==> src/rtl/exec_commit_stage_if.sv <==
// Execute/commit stage bundle: upstream handshake, memory request/ack port, writeback and redirect outputs.
// master = the commit stage itself, slave = the surrounding pipeline/memory/regfile.
interface exec_commit_stage_if #(
    parameter int REG_ADDR_W = 5
);
    logic                  in_valid;
    logic                  in_ready;
    logic [7:0]            in_aluop;
    logic [31:0]           in_alu_out;
    logic                  in_zero;
    logic                  in_neg;
    logic [REG_ADDR_W-1:0] in_rd;
    logic [31:0]           in_store_data;
    logic [31:0]           in_branch_target;

    logic                  mem_req;
    logic                  mem_we;
    logic [31:0]           mem_addr;
    logic [31:0]           mem_wdata;
    logic                  mem_ack;
    logic [31:0]           mem_rdata;

    logic                  wb_en;
    logic [REG_ADDR_W-1:0] wb_addr;
    logic [31:0]           wb_data;

    logic                  br_taken;
    logic [31:0]           br_target;

    logic                  mem_err;
    logic [31:0]           retire_cnt;

    modport master (
        input  in_valid, in_aluop, in_alu_out, in_zero, in_neg, in_rd,
               in_store_data, in_branch_target, mem_ack, mem_rdata,
        output in_ready, mem_req, mem_we, mem_addr, mem_wdata,
               wb_en, wb_addr, wb_data, br_taken, br_target, mem_err, retire_cnt
    );

    modport slave (
        output in_valid, in_aluop, in_alu_out, in_zero, in_neg, in_rd,
               in_store_data, in_branch_target, mem_ack, mem_rdata,
        input  in_ready, mem_req, mem_we, mem_addr, mem_wdata,
               wb_en, wb_addr, wb_data, br_taken, br_target, mem_err, retire_cnt
    );
endinterface

==> src/rtl/exec_commit_stage.sv <==
// Commit stage after the ALU: writeback/branch results appear 1 cycle after accept; loads/stores hold the
// memory request until ack or timeout, and in_ready stays low for that whole window.
module exec_commit_stage #(
    parameter int REG_ADDR_W  = 5,
    parameter int MEM_TIMEOUT = 255
) (
    input  logic                clk,
    input  logic                rst,
    exec_commit_stage_if.master bus
);
    typedef enum logic {
        IDLE     = 1'b0,
        MEM_WAIT = 1'b1
    } state_t;

    localparam logic [7:0]  OP_BEQ   = 8'h31;
    localparam logic [7:0]  OP_BLT   = 8'h32;
    localparam logic [7:0]  OP_BGT   = 8'h33;
    localparam logic [7:0]  OP_LOAD  = 8'h41;
    localparam logic [7:0]  OP_STORE = 8'h42;
    // Abort fires on the last waiting cycle so mem_req is high exactly MEM_TIMEOUT cycles.
    localparam logic [15:0] TMO_LAST = 16'(MEM_TIMEOUT - 1);

    state_t                state_q;
    state_t                state_d;
    logic [15:0]           tmo_cnt;
    logic [REG_ADDR_W-1:0] rd_q;

    logic                  accept;
    logic                  is_wb;
    logic                  is_br;
    logic                  is_mem;
    logic                  br_hit;
    logic                  mem_done;
    logic                  mem_abort;
    logic                  retire_inc;

    logic                  mem_req_q;
    logic                  mem_we_q;
    logic [31:0]           mem_addr_q;
    logic [31:0]           mem_wdata_q;
    logic                  wb_en_q;
    logic [REG_ADDR_W-1:0] wb_addr_q;
    logic [31:0]           wb_data_q;
    logic                  br_taken_q;
    logic [31:0]           br_target_q;
    logic                  mem_err_q;
    logic [31:0]           retire_cnt_q;

    always_comb begin
        is_wb  = ((bus.in_aluop >= 8'h10) && (bus.in_aluop <= 8'h13)) ||
                 ((bus.in_aluop >= 8'h21) && (bus.in_aluop <= 8'h27));
        is_mem = (bus.in_aluop == OP_LOAD) || (bus.in_aluop == OP_STORE);
        is_br  = 1'b0;
        br_hit = 1'b0;
        case (bus.in_aluop)
            OP_BEQ: begin
                is_br  = 1'b1;
                br_hit = bus.in_zero;
            end
            OP_BLT: begin
                is_br  = 1'b1;
                br_hit = bus.in_neg;
            end
            OP_BGT: begin
                is_br  = 1'b1;
                br_hit = !bus.in_zero && !bus.in_neg;
            end
            default: begin
                is_br  = 1'b0;
                br_hit = 1'b0;
            end
        endcase
    end

    assign bus.in_ready = (state_q == IDLE) && !rst;
    assign accept       = bus.in_valid && bus.in_ready;

    always_ff @(posedge clk) begin
        if (rst) begin
            state_q <= IDLE;
        end else begin
            state_q <= state_d;
        end
    end

    always_comb begin
        state_d   = state_q;
        mem_done  = 1'b0;
        mem_abort = 1'b0;
        case (state_q)
            IDLE: begin
                if (accept && is_mem) begin
                    state_d = MEM_WAIT;
                end
            end
            MEM_WAIT: begin
                if (bus.mem_ack) begin
                    mem_done = 1'b1;
                    state_d  = IDLE;
                end else if (tmo_cnt == TMO_LAST) begin
                    mem_abort = 1'b1;
                    state_d   = IDLE;
                end
            end
            default: state_d = IDLE;
        endcase
    end

    // Memory ops retire when the access finishes (or aborts), everything else on acceptance.
    assign retire_inc = (accept && !is_mem) || mem_done || mem_abort;

    always_ff @(posedge clk) begin
        if (rst) begin
            mem_req_q    <= 1'b0;
            mem_we_q     <= 1'b0;
            mem_addr_q   <= '0;
            mem_wdata_q  <= '0;
            wb_en_q      <= 1'b0;
            wb_addr_q    <= '0;
            wb_data_q    <= '0;
            br_taken_q   <= 1'b0;
            br_target_q  <= '0;
            mem_err_q    <= 1'b0;
            retire_cnt_q <= '0;
            rd_q         <= '0;
            tmo_cnt      <= '0;
        end else begin
            wb_en_q    <= 1'b0;
            br_taken_q <= 1'b0;

            if (accept) begin
                if (is_wb) begin
                    wb_en_q   <= 1'b1;
                    wb_addr_q <= bus.in_rd;
                    wb_data_q <= bus.in_alu_out;
                end
                if (is_br && br_hit) begin
                    br_taken_q  <= 1'b1;
                    br_target_q <= bus.in_branch_target;
                end
                if (is_mem) begin
                    mem_req_q   <= 1'b1;
                    mem_we_q    <= (bus.in_aluop == OP_STORE);
                    mem_addr_q  <= bus.in_alu_out;
                    mem_wdata_q <= bus.in_store_data;
                    rd_q        <= bus.in_rd;
                    tmo_cnt     <= '0;
                end
            end

            if (mem_done) begin
                mem_req_q <= 1'b0;
                if (!mem_we_q) begin
                    wb_en_q   <= 1'b1;
                    wb_addr_q <= rd_q;
                    wb_data_q <= bus.mem_rdata;
                end
            end else if (mem_abort) begin
                mem_req_q <= 1'b0;
                mem_err_q <= 1'b1;
            end else if (state_q == MEM_WAIT) begin
                tmo_cnt <= tmo_cnt + 16'd1;
            end

            if (retire_inc) begin
                retire_cnt_q <= retire_cnt_q + 32'd1;
            end
        end
    end

    assign bus.mem_req    = mem_req_q;
    assign bus.mem_we     = mem_we_q;
    assign bus.mem_addr   = mem_addr_q;
    assign bus.mem_wdata  = mem_wdata_q;
    assign bus.wb_en      = wb_en_q;
    assign bus.wb_addr    = wb_addr_q;
    assign bus.wb_data    = wb_data_q;
    assign bus.br_taken   = br_taken_q;
    assign bus.br_target  = br_target_q;
    assign bus.mem_err    = mem_err_q;
    assign bus.retire_cnt = retire_cnt_q;

    // A pending request must present a steady address/data/direction until it resolves.
    a_mem_stable: assert property (@(posedge clk) disable iff (rst)
        (mem_req_q && !bus.mem_ack) |=>
            ($stable(mem_addr_q) && $stable(mem_wdata_q) && $stable(mem_we_q)));

    a_pulse_excl: assert property (@(posedge clk) disable iff (rst)
        !(wb_en_q && br_taken_q));
endmodule

==> src/flat_wrapper.sv <==
// flat-port wrapper written by rule: the top's interface ports become plain ports
module exec_commit_stage_flat 
#(
    parameter int REG_ADDR_W  = 5,
    parameter int MEM_TIMEOUT = 255
)
  (clk, rst, bus_in_valid, bus_in_aluop, bus_in_alu_out, bus_in_zero, bus_in_neg, bus_in_rd, bus_in_store_data, bus_in_branch_target, bus_mem_ack, bus_mem_rdata, bus_in_ready, bus_mem_req, bus_mem_we, bus_mem_addr, bus_mem_wdata, bus_wb_en, bus_wb_addr, bus_wb_data, bus_br_taken, bus_br_target, bus_mem_err, bus_retire_cnt);
  exec_commit_stage_if #(.REG_ADDR_W(REG_ADDR_W)) bus_i ();
  input  logic clk;
  input  logic rst;
  input wire logic [$bits(bus_i.in_valid)-1:0] bus_in_valid;
  input wire logic [$bits(bus_i.in_aluop)-1:0] bus_in_aluop;
  input wire logic [$bits(bus_i.in_alu_out)-1:0] bus_in_alu_out;
  input wire logic [$bits(bus_i.in_zero)-1:0] bus_in_zero;
  input wire logic [$bits(bus_i.in_neg)-1:0] bus_in_neg;
  input wire logic [$bits(bus_i.in_rd)-1:0] bus_in_rd;
  input wire logic [$bits(bus_i.in_store_data)-1:0] bus_in_store_data;
  input wire logic [$bits(bus_i.in_branch_target)-1:0] bus_in_branch_target;
  input wire logic [$bits(bus_i.mem_ack)-1:0] bus_mem_ack;
  input wire logic [$bits(bus_i.mem_rdata)-1:0] bus_mem_rdata;
  output wire logic [$bits(bus_i.in_ready)-1:0] bus_in_ready;
  output wire logic [$bits(bus_i.mem_req)-1:0] bus_mem_req;
  output wire logic [$bits(bus_i.mem_we)-1:0] bus_mem_we;
  output wire logic [$bits(bus_i.mem_addr)-1:0] bus_mem_addr;
  output wire logic [$bits(bus_i.mem_wdata)-1:0] bus_mem_wdata;
  output wire logic [$bits(bus_i.wb_en)-1:0] bus_wb_en;
  output wire logic [$bits(bus_i.wb_addr)-1:0] bus_wb_addr;
  output wire logic [$bits(bus_i.wb_data)-1:0] bus_wb_data;
  output wire logic [$bits(bus_i.br_taken)-1:0] bus_br_taken;
  output wire logic [$bits(bus_i.br_target)-1:0] bus_br_target;
  output wire logic [$bits(bus_i.mem_err)-1:0] bus_mem_err;
  output wire logic [$bits(bus_i.retire_cnt)-1:0] bus_retire_cnt;
  assign bus_i.in_valid = bus_in_valid;
  assign bus_i.in_aluop = bus_in_aluop;
  assign bus_i.in_alu_out = bus_in_alu_out;
  assign bus_i.in_zero = bus_in_zero;
  assign bus_i.in_neg = bus_in_neg;
  assign bus_i.in_rd = bus_in_rd;
  assign bus_i.in_store_data = bus_in_store_data;
  assign bus_i.in_branch_target = bus_in_branch_target;
  assign bus_i.mem_ack = bus_mem_ack;
  assign bus_i.mem_rdata = bus_mem_rdata;
  assign bus_in_ready = bus_i.in_ready;
  assign bus_mem_req = bus_i.mem_req;
  assign bus_mem_we = bus_i.mem_we;
  assign bus_mem_addr = bus_i.mem_addr;
  assign bus_mem_wdata = bus_i.mem_wdata;
  assign bus_wb_en = bus_i.wb_en;
  assign bus_wb_addr = bus_i.wb_addr;
  assign bus_wb_data = bus_i.wb_data;
  assign bus_br_taken = bus_i.br_taken;
  assign bus_br_target = bus_i.br_target;
  assign bus_mem_err = bus_i.mem_err;
  assign bus_retire_cnt = bus_i.retire_cnt;
  exec_commit_stage #(.REG_ADDR_W(REG_ADDR_W), .MEM_TIMEOUT(MEM_TIMEOUT)) u_core (.clk(clk), .rst(rst), .bus(bus_i));
endmodule
==> config.mk <==
export PLATFORM = sky130hd
export DESIGN_NAME = exec_commit_stage_flat
export DESIGN_NICKNAME = d
export VERILOG_FILES = /design/src/rtl/exec_commit_stage_if.sv /design/src/rtl/exec_commit_stage.sv /design/src/flat_wrapper.sv
export SDC_FILE = /design/constraint.sdc
export NUM_CORES = 1
export LEC_CHECK = 0
export BUFFER_PORTS_ARGS = -buffer_cell sky130_fd_sc_hd__buf_2
export CORE_MARGIN = 1.5
export CORE_UTILIZATION = 49
export CTS_CLUSTER_DIAMETER = 150
export DETAILED_ROUTE_END_ITERATION = 8
export GPL_ROUTABILITY_DRIVEN = 0
export HOLD_SLACK_MARGIN = 0.12
export PLACE_DENSITY = 0.77
export REMOVE_ABC_BUFFERS = 1
export SLEW_MARGIN = 5
export SYNTH_ARGS = -nofsm -noshare
export SYNTH_HDL_FRONTEND = slang
export SYNTH_SLANG_ARGS = --single-unit
==> constraint.sdc <==
create_clock -name clk -period 2.49 [get_ports clk]
set_input_delay 0.3735 -clock clk [delete_from_list [all_inputs] [get_ports clk]]
set_output_delay 0.3735 -clock clk [all_outputs]
set_load 0.01 [all_outputs]
# == Word-level counts from Yosys, hierarchy flattened ==
# Cells that the tools add are included.
# totals
regBits,192
word_cells,80
# classes
mux,29
n_eq_ne,6
n_addsub,2
n_bitwise,3
reduce_logical,22
n_lt_le_gt_ge,4
# op_table
op,count
$mux W32,4
$mux W16,5
$add A32 B1 Y32 const B,1
$eq A8 B6 Y1 const B,3
$mux W5,4
$add A16 B1 Y16 const B,1
$eq A16 B8 Y1 const B,1
$eq A8 B7 Y1 const B,2
$mux W1,14
$ge A8 B5 Y1 const B,1
$ge A8 B6 Y1 const B,1
$le A8 B5 Y1 const B,1
$le A8 B6 Y1 const B,1
$logic_and A1 B1 Y1,8
$reduce_and A2 Y1,3
$reduce_or A3 Y1,2
$logic_not A1 Y1,4
$logic_or A1 B1 Y1,4
$not A1 Y1,3
$pmux W1 S3,1
$pmux W1 S2,1
$reduce_or A2 Y1,1

# == Depth between registers and ports, before layout ==
# logic_depth
ltp_word,7
mapped_depth,8
mapped_depth_nobuf,6

# == Worst setup path after synthesis ==
# No wires, ideal clock.
# synth_timing
path_kind,input to register
from,input rst
to,register u_core.retire_cnt_q[16] (netlist: u_core.bus.retire_cnt[16])
path_slack_ps,522
required_ps,2369
arrival_ps,1847
setup_time_ps,121
path_stages,7
cell_sequence,buf_6 > nor3b_4 > a21oi_1 > a31o_2 > buf_6 > a2111oi_4 > mux2_2
# synth_between
elab_chain_cells,6
# synth_lines
item,line,source
start: declaration,flat_wrapper.sv:10,input logic rst;
$logic_not A1 Y1,exec_commit_stage.sv:76,assign bus.in_ready = (state_q == IDLE) && !rst;
$logic_and A1 B1 Y1,exec_commit_stage.sv:76,
$logic_and A1 B1 Y1,exec_commit_stage.sv:77,assign accept = bus.in_valid && bus.in_ready;
$logic_and A1 B1 Y1,exec_commit_stage.sv:111,assign retire_inc = (accept && !is_mem) || mem_done || mem_abort;
$logic_or A1 B1 Y1 (2 in a row),exec_commit_stage.sv:111,
end signal: assignment,exec_commit_stage.sv:167,retire_cnt_q <= retire_cnt_q + 32'd1;
end: declaration,exec_commit_stage.sv:48,logic [31:0] retire_cnt_q;
# Several ways; a longest one is shown, not always the timed one.
# A chain may end at the register's enable or synchronous reset.

# == Worst setup path after layout ==
# layout_timing
from,register u_core.tmo_cnt[11]
to,register u_core.retire_cnt_q[18] (netlist: u_core.bus.retire_cnt[18])
# layout_between
elab_chain_cells,5
# layout_lines
item,line,source
start: declaration,exec_commit_stage.sv:26,logic [15:0] tmo_cnt;
start signal: assignment,exec_commit_stage.sv:163,tmo_cnt <= tmo_cnt + 16'd1;
$eq A16 B8 Y1,exec_commit_stage.sv:101,end else if (tmo_cnt == TMO_LAST) begin
$mux W1,exec_commit_stage.sv:101,
$mux W1,exec_commit_stage.sv:98,if (bus.mem_ack) begin
$mux W1,exec_commit_stage.sv:91,case (state_q)
$logic_or A1 B1 Y1,exec_commit_stage.sv:111,
# No other way between the ends.

==> impl_metrics.ini <==
[clocking]
path_clk_slew_ns = 0.07
clock_latency_ns = 0.42
cts.sinks = 192
cts_setup_buffers = 0
clock-root-buffer = clkbuf_16
cts_hold_buffers = 0
cts-buffers-inserted = 17
cts_tree = done
ctsHtreeMaxLevel = 4
clockBufferDepth = 2
post_cts_resized = 0

[timing]
finalHoldViolCount = 0
clock_skew_ns = 0.0148
finalCritPeriodShare = 0.917
rsz0062_at_grt = no
drv_slew = 0
slew_headroom = 0.331
fin_crit_ns = 2.28
tightest_slew_ns = 1.00
max_freq_ghz = 0.438
setup_viol = 0

[grt]
grt.total_usage = 0.265
antenna_found_initial = 2
grt_max_degree = 226
grt_pass1_wl_mm = 38.0
overflow = 0
grt_pass1_vias = 7815

[logic_synthesis]
muxShareOfSynthArea = 0.0908
ys_seq_elements = 192
synth.area.top_cells = dfxtp_1 47%, nand2_1 11%, a21oi_1 6.1%, nor2_1 5.4%, mux2i_1 4.0%
synth_top_area_cell = dfxtp_1
synth-edff-count = 0
syn_avg_cell_area_um2 = 8.32
synthAdderAreaFrac = 0.00456
synth_xor_area_frac = 0.00106
ys_seq_area_frac = 0.467
synthSimpleGateAreaFrac = 0.258
yosysWarnings = 0
synth_cell_type_count = 52
async_flop_share = 0
synth_cells = 989
synthFlopType = dfxtp_1
synthesis.area_um2 = 8220
synth_top_family_by_area = simple AND/OR/NAND/NOR gates
synth_compound_gate_area_share = 0.136
synth_top_area_share = 0.467

[detailed_routing]
routed_wl_mm = 23.6
wl_met1_mm = 9.91
num_vias = 8051
top_layer = met4
drt_pass1_iterations = 6
vias_per_cell = 5.35
drcViolationCount = 0
wl_met3_mm = 1.44
antenna_left = 0
drt_iter0_drc = 540
post_drt_wl_per_cell_um = 15.7
met2_length_mm = 11.6

[floorplan]
die_h_um = 133
ios = 318
die_w_um = 133
initial_core_util = 0.499
fp-row-count = 47
core_um2 = 16500
die_area_um2 = 17600

[place]
dp_hpwl_mm = 16.1
portBuffers = 317
dpl-instance-area_um2 = 9980
dp_cells = 1471

[setup_path]
worstReg2RegEnd = u_core.bus.retire_cnt[18]
crit_end = u_core.bus.retire_cnt[18]
crit_path_end_kind = flip-flop
crit_path_max_fanout = 14
reg2reg_slack_ns = 0.21
r2r_start = u_core.tmo_cnt[11]
cp.arrival_ns = 2.59
reg2regPathDepth = 6
criticalPathCategory = flip-flop to flip-flop
start_kind = flip-flop
cp_data_required_time_ns = 2.80
crit_start = u_core.tmo_cnt[11]

[final_layout]
layout-drive-gt1-share = 0.314
nets = 1420
area_growth_pct = 28.2
final_area_um2 = 10500
finalNonFillerCells = 1504

[pwr]
p_total_mw = 5.99
powerDensity_nw_per_um2 = 568
p_leak_nw = 4.47
peakVddDrop_mv = 0.445

[outcome]
outcome = completed

[flow_run]
maxCapViolations = 0

[worst_hold_path]
hold_path.class = input pin to flip-flop
worst min path at each step:
stage / slack, ns / from / cells past startpoint / endpoint
floorplan: 0.43 / u_core.rd_q[0] / 2 / u_core.rd_q[0]
global route: 0.18 / bus_in_store_data[13] / 3 / u_core.bus.mem_wdata[13]
global placement: 0.44 / u_core.bus.mem_wdata[11] / 2 / u_core.bus.mem_wdata[11]
detailed placement: 0.44 / u_core.bus.mem_addr[24] / 2 / u_core.bus.mem_addr[24]
CTS: 0.16 / bus_in_store_data[15] / 3 / u_core.bus.mem_wdata[15]
finish: 0.18 / bus_in_store_data[15] / 3 / u_core.bus.mem_wdata[15]
cell usage in the layout (no fill, tap or decap), types with 3 or more instances in the layout:
master / Yosys / layout
buf_2: 8 / 316
nand2_1: 235 / 235
dfxtp_1: 192 / 192
nor2_1: 119 / 119
a21oi_1: 101 / 101
a311oi_1: 37 / 37
nor2b_1: 35 / 34
mux2i_1: 33 / 33
mux2_2: 25 / 25
nand4_1: 22 / 22
clkbuf_16: 0 / 17
nand3_1: 15 / 15
mux2_1: 12 / 12
buf_4: 1 / 12
and3_1: 10 / 10
and2_1: 7 / 7
nor3_1: 7 / 7
and4_1: 6 / 6
buf_12: 0 / 6
clkinvlp_4: 0 / 5
a211oi_1: 4 / 4
o31ai_1: 4 / 4
o21ai_0: 5 / 4
inv_1: 3 / 3
nor4_1: 3 / 3
nand4b_1: 3 / 3
o211ai_1: 3 / 3
a31oi_1: 3 / 3
ha_1: 3 / 3
inv_8: 0 / 3
layer usage:
| layer | track usage | vias to the layer above |
|---|---|---|
| li1 | - | 3954 |
| met1 | 0.315 | 3769 |
| met2 | 0.464 | 276 |
| met3 | 0.0609 | 52 |
| met4 | 0.107 | 0 |
| met5 | 0 | - |
critical path, cell delays in order (launching register included):
cell and delay [ns]:
dfxtp_1 0.36, nor4_2 0.29, and4_1 0.32, nand3_2 0.33
buf_4 0.32, a21oi_1 0.20, mux2_2 0.35
cells in the mapped netlist, types with 4 or more instances:
cell type  instances
o21ai_0            5
nor2b_1           35
and2_1             7
nand3_1           15
nor2_1           119
a311oi_1          37
o31ai_1            4
nor3_1             7
mux2_1            12
dfxtp_1          192
clkbuf_1          56
buf_2              8
mux2i_1           33
mux2_2            25
a211oi_1           4
and4_1             6
nand4_1           22
buf_6              7
and3_1            10
a21oi_1          101
nand2_1          235
sequential cells by signal (all words and copies together), names as in the netlist:
name / cells
u_core.bus.wb_en: 1
u_core.bus.br_target: 32
u_core.bus.mem_req: 1
u_core.rd_q: 5
u_core.bus.mem_err: 1
u_core.bus.wb_addr: 5
u_core.state_q: 1
u_core.bus.retire_cnt: 32
u_core.bus.mem_wdata: 32
u_core.bus.mem_addr: 32
u_core.bus.br_taken: 1
u_core.bus.mem_we: 1
u_core.bus.wb_data: 32
u_core.tmo_cnt: 16
stage by stage:
step,setup WS [ns],hold WS (ns),setup TNS [ns],utilization
6_report,0.207,0.178,0,0.640
3_3_place_gp,0.262,0.438,0,0.606
3_5_place_dp,0.221,0.443,0,0.606
5_1_grt,0.0616,0.176,0,0.640
2_1_floorplan,-0.953,0.431,-115.77,-
4_1_cts,0.209,0.164,0,0.640
logic make-up (layout without fill, tap and decap cells):
kind of cell	after synthesis	after routing
XOR/XNOR	1	1
adder cells (fa/ha/maj)	3	3
other	0	1
AND/OR/NAND/NOR	476	476
AO/OA/AOI/OAI	171	171
buffers and inverters	76	370
multiplexers	70	70
flip-flops	192	192
layout make-up:
type / count / area, um^2
antenna: 1 / 2.50
clock buffer: 19 / 433
clock inverter: 13 / 129
fill: 1443 / 5920
inverter: 3 / 11.3
multi-input combinational: 721 / 4050
sequential: 192 / 3840
tap: 220 / 275
timing repair buffer: 335 / 1800
power breakdown:
group	switching, mW	internal [mW]
registers	0.00528	3.08
clock network	1.23	1.40
logic	0.155	0.123
(Power assumes the default switching activity.)
